==> src/rtl/gf_hash_pkg.sv <==
// Shared definitions for the GF(2^8) rolling-hash sequencer:
// the FSM state encoding, the lane width, and the byte multiplier.
package gf_hash_pkg;

  localparam int LANE_W = 8;

  typedef enum logic [2:0] {
    ST_IDLE,
    ST_LOAD,
    ST_MUL,
    ST_SQUASH,
    ST_SHIFT,
    ST_DONE
  } state_e;

  // Carry-less shift-and-add multiply. The multiplicand is doubled each
  // step and reduced by poly whenever its bit 7 shifts out.
  function automatic logic [LANE_W-1:0] gf_mul8(input logic [LANE_W-1:0] a,
                                                input logic [LANE_W-1:0] b,
                                                input logic [LANE_W-1:0] poly);
    logic [LANE_W-1:0] acc;
    logic [LANE_W-1:0] sh;
    logic              carry;
    acc = '0;
    sh  = a;
    for (int i = 0; i < LANE_W; i++) begin
      if (b[i]) acc = acc ^ sh;
      carry = sh[LANE_W-1];
      sh    = {sh[LANE_W-2:0], 1'b0};
      if (carry) sh = sh ^ poly;
    end
    return acc;
  endfunction

endpackage

==> src/rtl/gf_hash_seq_if.sv <==
// Word-stream and hash-result handshakes of gf_hash_seq.
// slave = the sequencer side, master = front end / consumer side.
interface gf_hash_seq_if #(
  parameter int LANES = 8
);
  import gf_hash_pkg::*;

  localparam int DW = LANES * LANE_W;

  logic          in_valid_i;
  logic [DW-1:0] in_data_i;
  logic          in_ready_o;
  logic          out_valid_o;
  logic [DW-1:0] out_hash_o;
  logic          out_ready_i;

  modport slave (
    input  in_valid_i, in_data_i, out_ready_i,
    output in_ready_o, out_valid_o, out_hash_o
  );

  modport master (
    output in_valid_i, in_data_i, out_ready_i,
    input  in_ready_o, out_valid_o, out_hash_o
  );

endinterface

==> src/rtl/gf_lane_mul.sv <==
// One registered 8-bit GF(2^8) multiplier lane. The product register
// only loads when en_i is high so it holds between words.
module gf_lane_mul
  import gf_hash_pkg::*;
(
  input  logic              clk_i,
  input  logic              rst_i,
  input  logic              en_i,
  input  logic [LANE_W-1:0] a_i,
  input  logic [LANE_W-1:0] b_i,
  input  logic [LANE_W-1:0] poly_i,
  output logic [LANE_W-1:0] p_o
);

  logic [LANE_W-1:0] p_d;
  logic [LANE_W-1:0] p_q;

  // Next product: new multiply when enabled, otherwise hold.
  always_comb begin
    p_d = p_q;
    if (en_i) p_d = gf_mul8(a_i, b_i, poly_i);
  end

  // Product register.
  always_ff @(posedge clk_i) begin
    if (rst_i) p_q <= '0;
    else       p_q <= p_d;
  end

  assign p_o = p_q;

endmodule

==> src/rtl/gf_hash_seq.sv <==
// Rolling GF(2^8) hash sequencer: per word LOAD -> MUL -> SQUASH -> SHIFT,
// result presented in DONE. Optional abort input under GF_HASH_SEQ_ABORT_EN.
module gf_hash_seq
  import gf_hash_pkg::*;
#(
  parameter int LANES = 8,
  parameter int CNT_W = 8
) (
  input  logic                    clk_i,
  input  logic                    rst_i,
  input  logic                    start_i,
  input  logic [CNT_W-1:0]        num_words_i,
  input  logic [LANE_W-1:0]       poly_i,
  input  logic [LANES*LANE_W-1:0] coeff_i,
  input  logic [LANES*LANE_W-1:0] seed_i,
  gf_hash_seq_if.slave            bus,
`ifdef GF_HASH_SEQ_ABORT_EN
  input  logic                    abort_i,
`endif
  output logic                    busy_o
);

  localparam int DW = LANES * LANE_W;

  state_e            state_d, state_q;
  logic [LANE_W-1:0] poly_d, poly_q;
  logic [DW-1:0]     coeff_d, coeff_q;
  logic [DW-1:0]     hist_d, hist_q;
  logic [DW-1:0]     data_d, data_q;
  logic [CNT_W-1:0]  cnt_d, cnt_q;
  logic [LANE_W-1:0] sq_d, sq_q;
  logic              in_ready_d, in_ready_q;
  logic              out_valid_d, out_valid_q;
  logic              busy_d, busy_q;
  logic [DW-1:0]     prod;
  logic [LANE_W-1:0] sq_calc;
  logic              abort;

`ifdef GF_HASH_SEQ_ABORT_EN
  assign abort = abort_i;
`else
  assign abort = 1'b0;
`endif

  for (genvar k = 0; k < LANES; k++) begin : g_lane
    gf_lane_mul u_mul (
      .clk_i  (clk_i),
      .rst_i  (rst_i),
      .en_i   (state_q == ST_MUL),
      .a_i    (data_q[k*LANE_W +: LANE_W]),
      .b_i    (coeff_q[k*LANE_W +: LANE_W]),
      .poly_i (poly_q),
      .p_o    (prod[k*LANE_W +: LANE_W])
    );
  end

  // Squash: fold every lane product with its history byte down to one byte.
  always_comb begin
    sq_calc = '0;
    for (int k = 0; k < LANES; k++) begin
      sq_calc = sq_calc ^ prod[k*LANE_W +: LANE_W] ^ hist_q[k*LANE_W +: LANE_W];
    end
  end

  // Next-state and datapath updates; handshake outputs are precomputed
  // from the next state so they come straight off flops.
  always_comb begin
    state_d = state_q;
    poly_d  = poly_q;
    coeff_d = coeff_q;
    hist_d  = hist_q;
    data_d  = data_q;
    cnt_d   = cnt_q;
    sq_d    = sq_q;
    unique case (state_q)
      ST_IDLE: begin
        if (start_i) begin
          poly_d  = poly_i;
          coeff_d = coeff_i;
          cnt_d   = num_words_i;
          hist_d  = seed_i;
          state_d = (num_words_i == '0) ? ST_DONE : ST_LOAD;
        end
      end
      ST_LOAD: begin
        if (bus.in_valid_i) begin
          data_d  = bus.in_data_i;
          state_d = ST_MUL;
        end
      end
      ST_MUL:    state_d = ST_SQUASH;
      ST_SQUASH: begin
        sq_d    = sq_calc;
        state_d = ST_SHIFT;
      end
      ST_SHIFT: begin
        hist_d  = {hist_q[DW-LANE_W-1:0], sq_q};
        cnt_d   = cnt_q - CNT_W'(1);
        state_d = (cnt_q == CNT_W'(1)) ? ST_DONE : ST_LOAD;
      end
      ST_DONE: begin
        if (bus.out_ready_i) state_d = ST_IDLE;
      end
      default: state_d = ST_IDLE;
    endcase
    // Abort wins over any handshake and leaves the history untouched.
    if (abort && state_q != ST_IDLE) begin
      state_d = ST_IDLE;
      hist_d  = hist_q;
    end
    in_ready_d  = (state_d == ST_LOAD);
    out_valid_d = (state_d == ST_DONE);
    busy_d      = (state_d != ST_IDLE);
  end

  // State, datapath and registered-output flops.
  always_ff @(posedge clk_i) begin
    if (rst_i) begin
      state_q     <= ST_IDLE;
      poly_q      <= '0;
      coeff_q     <= '0;
      hist_q      <= '0;
      data_q      <= '0;
      cnt_q       <= '0;
      sq_q        <= '0;
      in_ready_q  <= 1'b0;
      out_valid_q <= 1'b0;
      busy_q      <= 1'b0;
    end else begin
      state_q     <= state_d;
      poly_q      <= poly_d;
      coeff_q     <= coeff_d;
      hist_q      <= hist_d;
      data_q      <= data_d;
      cnt_q       <= cnt_d;
      sq_q        <= sq_d;
      in_ready_q  <= in_ready_d;
      out_valid_q <= out_valid_d;
      busy_q      <= busy_d;
    end
  end

  assign bus.in_ready_o  = in_ready_q;
  assign bus.out_valid_o = out_valid_q;
  assign bus.out_hash_o  = hist_q;
  assign busy_o          = busy_q;

endmodule

==> src/flat_wrapper.sv <==
// flat-port wrapper written by rule: the top's interface ports become plain ports
module gf_hash_seq_flat import gf_hash_pkg::*;
#(
  parameter int LANES = 8,
  parameter int CNT_W = 8
)
  (clk_i, rst_i, start_i, num_words_i, poly_i, coeff_i, seed_i, busy_o, bus_in_valid_i, bus_in_data_i, bus_out_ready_i, bus_in_ready_o, bus_out_valid_o, bus_out_hash_o);
  gf_hash_seq_if #(.LANES(LANES)) bus_i ();
  input  logic clk_i;
  input  logic rst_i;
  input  logic start_i;
  input  logic [CNT_W-1:0] num_words_i;
  input  logic [LANE_W-1:0] poly_i;
  input  logic [LANES*LANE_W-1:0] coeff_i;
  input  logic [LANES*LANE_W-1:0] seed_i;
  output logic busy_o;
  input wire logic [$bits(bus_i.in_valid_i)-1:0] bus_in_valid_i;
  input wire logic [$bits(bus_i.in_data_i)-1:0] bus_in_data_i;
  input wire logic [$bits(bus_i.out_ready_i)-1:0] bus_out_ready_i;
  output wire logic [$bits(bus_i.in_ready_o)-1:0] bus_in_ready_o;
  output wire logic [$bits(bus_i.out_valid_o)-1:0] bus_out_valid_o;
  output wire logic [$bits(bus_i.out_hash_o)-1:0] bus_out_hash_o;
  assign bus_i.in_valid_i = bus_in_valid_i;
  assign bus_i.in_data_i = bus_in_data_i;
  assign bus_i.out_ready_i = bus_out_ready_i;
  assign bus_in_ready_o = bus_i.in_ready_o;
  assign bus_out_valid_o = bus_i.out_valid_o;
  assign bus_out_hash_o = bus_i.out_hash_o;
  gf_hash_seq #(.LANES(LANES), .CNT_W(CNT_W)) u_core (.clk_i(clk_i), .rst_i(rst_i), .start_i(start_i), .num_words_i(num_words_i), .poly_i(poly_i), .coeff_i(coeff_i), .seed_i(seed_i), .bus(bus_i), .busy_o(busy_o));
endmodule
==> config.mk <==
export PLATFORM = sky130hd
export DESIGN_NAME = gf_hash_seq_flat
export DESIGN_NICKNAME = d
export VERILOG_FILES = /design/src/rtl/gf_hash_pkg.sv /design/src/rtl/gf_hash_seq_if.sv /design/src/rtl/gf_lane_mul.sv /design/src/rtl/gf_hash_seq.sv /design/src/flat_wrapper.sv
export SDC_FILE = /design/constraint.sdc
export NUM_CORES = 2
export LEC_CHECK = 0
export CAP_MARGIN = 25
export CORE_MARGIN = 4
export CORE_UTILIZATION = 57
export CTS_CLUSTER_SIZE = 40
export DETAILED_ROUTE_END_ITERATION = 8
export HOLD_SLACK_MARGIN = 0.03
export PLACE_DENSITY = 0.83
export SLEW_MARGIN = 30
export SYNTH_ARGS = -nofsm -noshare
export SYNTH_HDL_FRONTEND = slang
export SYNTH_SLANG_ARGS = --single-unit
==> constraint.sdc <==
create_clock -name clk_i -period 4.6 [get_ports clk_i]
set_input_delay 0.92 -clock clk_i [delete_from_list [all_inputs] [get_ports clk_i]]
set_output_delay 0.92 -clock clk_i [all_outputs]
set_load 0.02 [all_outputs]
### Yosys cells after proc, flatten, opt, wreduce, memory -nomap -nowiden

Cells that the tools add are included.

| storage, ports and cells | value |
|---|---|
| ROM bits | 0 |
| memories | 0 |
| input port bits | 213 |
| memory bits (writable) | 0 |
| register bits | 286 |
| logic and storage cells | 404 |
| latch bits | 0 |

| cells by class | value |
|---|---|
| mux-type cells | 242 |
| shift operators | 0 |
| reduce and logical (&&, ||, !) cells | 7 |
| bitwise gates (word level) | 127 |
| divide/modulo/power cells | 0 |
| $add $sub $neg | 1 |
| equal/unequal tests | 9 |
| $mul | 0 |
| order comparisons | 0 |

Operator list:

| operator | count |
|---|---|
| 8-bit two-way mux | 233 |
| 8-bit XOR | 127 |
| 64-bit case mux with 2 select lines | 1 |
| 64-bit two-way mux | 1 |
| 3-bit case mux with 6 select lines | 1 |
| 8-bit case mux with 2 select lines | 1 |
| 3-bit two-way mux | 5 |
| 3-bit equality test, second input constant | 3 |
| 8-bit by 1-bit equality test with 1-bit output, second input constant | 1 |
| 8-bit zero test | 1 |
| 8-bit by 1-bit subtractor with 8-bit output, second input constant | 1 |
| 3-bit by 1-bit equality test with 1-bit output, second input constant | 2 |
| 3-bit by 2-bit equality test with 1-bit output, second input constant | 2 |
| 2-bit AND reduction | 3 |
| 3-bit zero test | 1 |
| 3-bit nonzero test | 1 |
| 2-bit != test, second input constant | 1 |
| 2-bit nonzero test | 1 |

### Depth between registers and ports, before layout

| logic depth | value |
|---|---|
| word-level depth | 23 |
| gate-level depth with buffers | 21 |
| depth with buffers taken out | 11 |

### Cells and area by module

Synthesis repeated with hierarchy kept, for this count alone.

| unflattened totals | value |
|---|---|
| cells, all modules | 4730 |
| area, all modules | 35036.1 um2 |

By module, submodules not included:

| module | area an instance (um2) | instances | cells each |
|---|---|---|---|
| gf_lane_mul | 3203.1 | 8 | 444 |
| gf_hash_seq | 9411.5 | 1 | 1178 |

### Least setup slack after synthesis

No wires, ideal clock.

| path | value |
|---|---|
| path kind | register -> register |
| from | register u_core.poly_q[7] |
| to | register u_core.g_lane[7].u_mul.p_q[1] |
| required time | 4.521 ns |
| setup time | 0.079 ns |
| cell stages (with the launch flop) | 16 |
| arrival | 4.083 ns |
| slack | 0.438 ns |
| cell sequence | dfxtp_1 buf_6 or2_1 buf_2 a31oi_1 nor2_4 xnor3_2 a211o_1 buf_6 a32o_1 or4_4 buf_6 a311o_1 a21oi_1 xnor3_1 a211oi_2 |

| between the ends | value |
|---|---|
| longest elaborated chain between the ends | 22 |
| elaborated cells between the ends (all ways) | 38 |
| those cells by class | mux (25); bitwise (13) |

RTL lines:

| element | line | RTL |
|---|---|---|
| from (decl) | gf_hash_seq.sv:26 | `logic [LANE_W-1:0] poly_d, poly_q;` |
| from (signal assigned) | gf_hash_seq.sv:131 | `poly_q <= poly_d;` |
| 8-bit XOR | gf_hash_pkg.sv:30 | `if (carry) sh = sh ^ poly;` |
| 8-bit two-way mux | gf_hash_pkg.sv:30 |  |
| 8-bit two-way mux | gf_lane_mul.sv:21 | `if (en_i) p_d = gf_mul8(a_i, b_i, poly_i);` |
| 8-bit two-way mux | gf_hash_pkg.sv:30 |  |
| 8-bit two-way mux | gf_lane_mul.sv:21 |  |
| 8-bit XOR (on tied branches) | gf_hash_pkg.sv:27, gf_hash_pkg.sv:30 |  |
| 8-bit two-way mux (on tied branches) | gf_hash_pkg.sv:27, gf_hash_pkg.sv:30 |  |
| 8-bit two-way mux | gf_lane_mul.sv:21 |  |
| [6 not listed] | n/a |  |
| 8-bit XOR | gf_hash_pkg.sv:27 | `if (b[i]) acc = acc ^ sh;` |
| 8-bit two-way mux | gf_hash_pkg.sv:27 |  |
| 8-bit two-way mux | gf_lane_mul.sv:21 |  |
| 8-bit XOR | gf_hash_pkg.sv:27 |  |
| 8-bit two-way mux | gf_hash_pkg.sv:27 |  |
| 8-bit two-way mux | gf_lane_mul.sv:21 |  |
| 8-bit XOR | gf_hash_pkg.sv:27 |  |
| 8-bit two-way mux * | gf_hash_pkg.sv:27 |  |
| to (signal assigned) | gf_lane_mul.sv:27 | `else p_q <= p_d;` |
| to (decl) | gf_lane_mul.sv:16 | `logic [LANE_W-1:0] p_q;` |

Every way passes the cells marked *; elsewhere a longest branch is shown, timed or not. The select of a mux whose other input is x is not followed.
A chain may end at the register's enable or synchronous reset.

### Worst setup path in the final report

| path | value |
|---|---|
| from | register u_core.poly_q[7] |
| to | register u_core.g_lane[4].u_mul.p_q[2] |

| between the ends | value |
|---|---|
| longest elaborated chain between the ends | 22 |
| elaborated cells between the ends (all ways) | 38 |
| those cells by class | mux (25); bitwise (13) |

RTL lines:

| element | line |
|---|---|
| 8-bit XOR | gf_hash_pkg.sv:30 |
| 8-bit two-way mux | gf_hash_pkg.sv:30 |
| 8-bit two-way mux | gf_lane_mul.sv:21 |
| 8-bit two-way mux | gf_hash_pkg.sv:30 |
| 8-bit two-way mux | gf_lane_mul.sv:21 |
| 8-bit XOR (on tied branches) | gf_hash_pkg.sv:27, gf_hash_pkg.sv:30 |
| 8-bit two-way mux (on tied branches) | gf_hash_pkg.sv:27, gf_hash_pkg.sv:30 |
| 8-bit two-way mux | gf_lane_mul.sv:21 |
| [6 not listed] | n/a |
| 8-bit XOR | gf_hash_pkg.sv:27 |
| 8-bit two-way mux | gf_hash_pkg.sv:27 |
| 8-bit two-way mux | gf_lane_mul.sv:21 |
| 8-bit XOR | gf_hash_pkg.sv:27 |
| 8-bit two-way mux | gf_hash_pkg.sv:27 |
| 8-bit two-way mux | gf_lane_mul.sv:21 |
| 8-bit XOR | gf_hash_pkg.sv:27 |
| 8-bit two-way mux * | gf_hash_pkg.sv:27 |
| to (signal assigned) | gf_lane_mul.sv:27 |
| to (decl) | gf_lane_mul.sv:16 |

Marks and branches as above.

==> implementation parameters <==
Parameter                              Value

GRT
  Total routing usage reported by global routing ... 41.48%
  Number of global-route vias before repair ... 33704
  Total overflow reported by the global router ... 0
  Largest net degree at the start of global routing ... 104
  Initial antenna violation count ... 1
  Wire length of the first global-routing pass ... 196800 µm

Floorplanning
  Overall die area ... 0.06011 mm²
  Core Region ... 0.05542 mm²
  Number of placement rows ... 86
  Initial standard-cell utilization of the core ... 57.86%
  Horiz. Die Dim ... 245.2 µm
  Die Height ... 245.2 µm
  Number of ports placed on the die boundary ... 280

Route
  Number of nets with antenna violations after routing ... 0
  DRC violation count after routing ... 0
  Sum of routed wire length over all layers ... 131300 µm
  Routed len/inst ... 24.66 µm
  Starting DRC count in detailed routing ... 4022
  Total via count in the routed design ... 35847
  Number of optimization iterations in the first detailed-route pass ... 6
  Post-DR vias/cell ... 6.731

Power and ir drop
  Static leakage ... 13.04 nW
  Power per standard cell area ... 244.0 mW/mm²
  Post-layout total power ... 9.237 mW
  Maximum VDD drop ... 0.3425 mV

Worst setup path
  Depth of the worst register-to-register path ... 12
  Beginning of the worst register-to-register path ... u_core.poly_q[7]
  CP arrival ... 4.94 ns
  CP max FO ... 18
  Required time worst endpoint ... 5.08 ns
  Worst reg-to-reg setup slack ... 0.14 ns
  Kind of start point of the critical path ... flop
  Kind of critical path ... reg -> reg
  Element type at the critical path end ... flop
  End of the worst register-to-register path ... u_core.g_lane[4].u_mul.p_o[2]

Timing
  Final Skew ... 0.01661 ns
  Total count of hold-check failures in the final report ... 0
  Sum of negative setup slack ... 0 ns
  Post-route clock period utilization ... 96.96%
  RSZ-0062 raised after global routing ... true
  Fmax ... 224.2 MHz
  Relative slew slack ... 37.67%
  Number of pins with negative max-slew slack in the final report ... 0
  Count of endpoints failing setup in the final report ... 0
  Time the worst path needs with I/O delays and setup ... 4.460 ns
  Fin Hold WS ... 0.4851 ns
  Actual transition at the worst max-transition pin ... 0.9330 ns

Clock network
  Depth of the CTS H-tree ... 2
  Number of CTS-inserted buffers ... 35
  CTS tree ... built
  Clock transition at path regs ... 0.07 ns
  Number of buffers between clock root and the deepest sink ... 3
  Cell at the root of the clock tree ... sky130_fd_sc_hd__clkbuf_16
  Insertion delay of the later-clocked pin in the worst-skew pair ... 0.57 ns
  Number of clock sinks ... 286
  Hold bufs inserted after CTS ... 0

Outcome
  Result of the run ... completed

Layout
  Share of cells above drive strength 1 ... 11.15%
  Final cell utilization of the core ... 68.30%
  Most frequent standard cell in the layout excluding fill and tap cells ... sky130_fd_sc_hd__nand2_1
  Synth-to-Final Area Change ... 18.04%
  Combined area of the multi-input logic cells ... 0.02464 mm²
  Filler cell count ... 4840
  Fin area ... 0.03785 mm²
  Area taken by flip-flops and latches ... 0.005752 mm²
  Final-stage net count ... 4766
  Highest-count cells in the layout ignoring fill and taps ... sky130_fd_sc_hd__nand2_1 (678), sky130_fd_sc_hd__xnor2_1 (415), sky130_fd_sc_hd__a21oi_1 (348), sky130_fd_sc_hd__nor2_1 (282), sky130_fd_sc_hd__clkdlybuf4s50_1 (278)

Synth
  Syn Area/Cell ... 7.355 µm²
  Number of enable-type register cells in the synthesized netlist ... 0
  Synthesis warning total ... 0
  Yosys reg bits ... 286
  Part of the Yosys area used for sequential elements ... 17.86%
  Most frequently used flop master after synthesis ... sky130_fd_sc_hd__dfxtp_1
  Post-synthesis instance total ... 4360
  Net count after synthesis ... 4575
  Post-synthesis cell area ... 0.03207 mm²
  Post-synthesis cell type count ... 103
  Proportion of register bits with asynchronous set or reset after synthesis ... 0%

Min path
  Worst min path class ... reg -> reg
  Worst-case hold path end point ... u_core.cnt_q[4]
  Worst hold path depth ... 2
  Startpoint of the tightest hold check path ... u_core.cnt_q[4]

Placement
  Post-placement cell area ... 0.03648 mm²
  I/O Buffers ... 279
  Routability congestion estimate ... 1.023
  HPWL after detailed placement ... 96910 µm

Job
  Maximum capacitance violations ... 0
## flip-flops by register name, indices dropped and copies added, names as in the netlist
name                     cells
u_core.bus.in_ready_o        1
u_core.bus.out_hash_o       64
u_core.bus.out_valid_o       1
u_core.busy_o                1
u_core.cnt_q                 8
u_core.coeff_q              64
u_core.data_q               64
u_core.g_lane.u_mul.p_o     64
u_core.poly_q                8
u_core.sq_q                  8
u_core.state_q               3
## per-layer routing
layer	up-vias	global-route usage (%)	wire length [µm]
met3	576	7.188	11850
met2	1971	71.19	62290
li1	16345	-	-
met4	0	26.48	10030
met5	-	0	0
met1	16955	47.75	47170
## final cells by class
class	count	share of cell area, %
diodes	2	0.01322
clock buffers	46	2.608
clock inverters	16	0.4892
inverters	59	0.5851
multi-input cells	3615	65.10
flip-flops and latches	286	15.20
well taps	748	2.473
repair buffers	554	13.54
## kinds of logic after synthesis
kind of cell	count (synthesis)	share of synthesized area [%]
XOR/XNOR	628	20.70
AND/OR/NAND/NOR	1580	23.46
buffers and inverters	459	5.837
adder cells (fa/ha/maj)	2	0.07803
multiplexers	15	0.5580
flip-flops	286	17.86
AO/OA/AOI/OAI	1390	31.51
## metrics by stage
step	instances	setup WS [ns]
final	5326	0.1397
after global routing	5325	-0.07756
after CTS	5320	0.07526
after detailed placement	5258	0.1046
after global placement	5258	0.1368
after floorplan	4360	0.4377
## worst max path at each step
stage,from,to,slack (ns)
6_report,u_core.poly_q[7],u_core.g_lane[4].u_mul.p_o[2],0.14
5_1_grt,u_core.poly_q[7],u_core.g_lane[6].u_mul.p_o[3],-0.08
4_1_cts,u_core.data_q[15],u_core.g_lane[1].u_mul.p_o[3],0.08
3_5_place_dp,u_core.data_q[15],u_core.g_lane[1].u_mul.p_o[3],0.10
3_3_place_gp,u_core.poly_q[7],u_core.g_lane[6].u_mul.p_o[6],0.14
2_1_floorplan,u_core.poly_q[7],u_core.g_lane[7].u_mul.p_o[1],0.44
## what timing repair did
item	4_1_cts	5_1_grt
setup buffers	0	4
gates resized for setup	0	30
endpoints found under the setup margin	0	46
## where the power goes
part | leakage [nW] | total (mW) | internal, mW | switching (mW)
Clock | 0.570 | 2.88 | 1.64 | 1.24
Combinational | 10.1 | 3.31 | 1.37 | 1.94
Sequential | 2.35 | 3.04 | 2.67 | 0.376
Total | 13.0 | 9.24 | 5.68 | 3.56
## worst max-delay path: stages (launching register included)
cell	delay, ns
sky130_fd_sc_hd__dfxtp_4	0.49
sky130_fd_sc_hd__buf_12	0.18
sky130_fd_sc_hd__mux2_4	0.32
sky130_fd_sc_hd__a221oi_4	0.45
sky130_fd_sc_hd__xnor2_4	0.28
sky130_fd_sc_hd__a211o_1	0.43
sky130_fd_sc_hd__a2111oi_0	0.72
sky130_fd_sc_hd__a211o_1	0.19
sky130_fd_sc_hd__a32oi_1	0.08
sky130_fd_sc_hd__and3_1	0.25
sky130_fd_sc_hd__or4_1	0.50
sky130_fd_sc_hd__a22o_1	0.24
sky130_fd_sc_hd__a311oi_1	0.22
## synthesized netlist by cell type, types with 11 or more instances
cell type	number	area share [%]
sky130_fd_sc_hd__nand2_1	680	8.0
sky130_fd_sc_hd__xnor2_1	416	11
sky130_fd_sc_hd__a21oi_1	349	5.4
sky130_fd_sc_hd__clkbuf_1	315	3.7
sky130_fd_sc_hd__dfxtp_1	286	18
sky130_fd_sc_hd__nor2_1	283	3.3
sky130_fd_sc_hd__o21ai_0	189	2.9
sky130_fd_sc_hd__nand3_1	145	2.3
sky130_fd_sc_hd__xor2_1	125	3.4
sky130_fd_sc_hd__nor3_1	105	1.6
sky130_fd_sc_hd__o211ai_1	103	2.4
sky130_fd_sc_hd__a211oi_1	99	2.3
sky130_fd_sc_hd__a211o_1	72	2.0
sky130_fd_sc_hd__a311oi_1	72	2.0
sky130_fd_sc_hd__xnor3_1	69	4.8
sky130_fd_sc_hd__o22ai_1	62	1.2
sky130_fd_sc_hd__and3_1	59	1.2
sky130_fd_sc_hd__inv_1	53	0.62
sky130_fd_sc_hd__o211a_1	50	1.6
sky130_fd_sc_hd__nand4_1	47	0.92
sky130_fd_sc_hd__and2_1	38	0.74
sky130_fd_sc_hd__o2111ai_1	37	1.0
sky130_fd_sc_hd__a21o_1	36	0.84
sky130_fd_sc_hd__buf_2	35	0.55
sky130_fd_sc_hd__a32oi_1	34	0.93
sky130_fd_sc_hd__buf_1	30	0.35
sky130_fd_sc_hd__nor4_1	30	0.59
sky130_fd_sc_hd__o31a_1	26	0.71
sky130_fd_sc_hd__or3b_2	25	0.68
sky130_fd_sc_hd__a22o_1	24	0.66
sky130_fd_sc_hd__nor2b_1	21	0.41
sky130_fd_sc_hd__o31ai_1	21	0.49
sky130_fd_sc_hd__or4_1	21	0.49
sky130_fd_sc_hd__a2111oi_0	19	0.52
sky130_fd_sc_hd__or3_1	18	0.35
sky130_fd_sc_hd__o21ai_1	16	0.25
sky130_fd_sc_hd__a211oi_2	15	0.59
sky130_fd_sc_hd__o21a_1	15	0.35
sky130_fd_sc_hd__a311o_1	13	0.41
sky130_fd_sc_hd__and3b_1	13	0.36
sky130_fd_sc_hd__nand2b_1	13	0.25
sky130_fd_sc_hd__nor3b_1	13	0.30
sky130_fd_sc_hd__o32ai_1	13	0.36
sky130_fd_sc_hd__buf_4	12	0.28
sky130_fd_sc_hd__a31oi_1	11	0.21
Power figures use the tool's default switching activity.
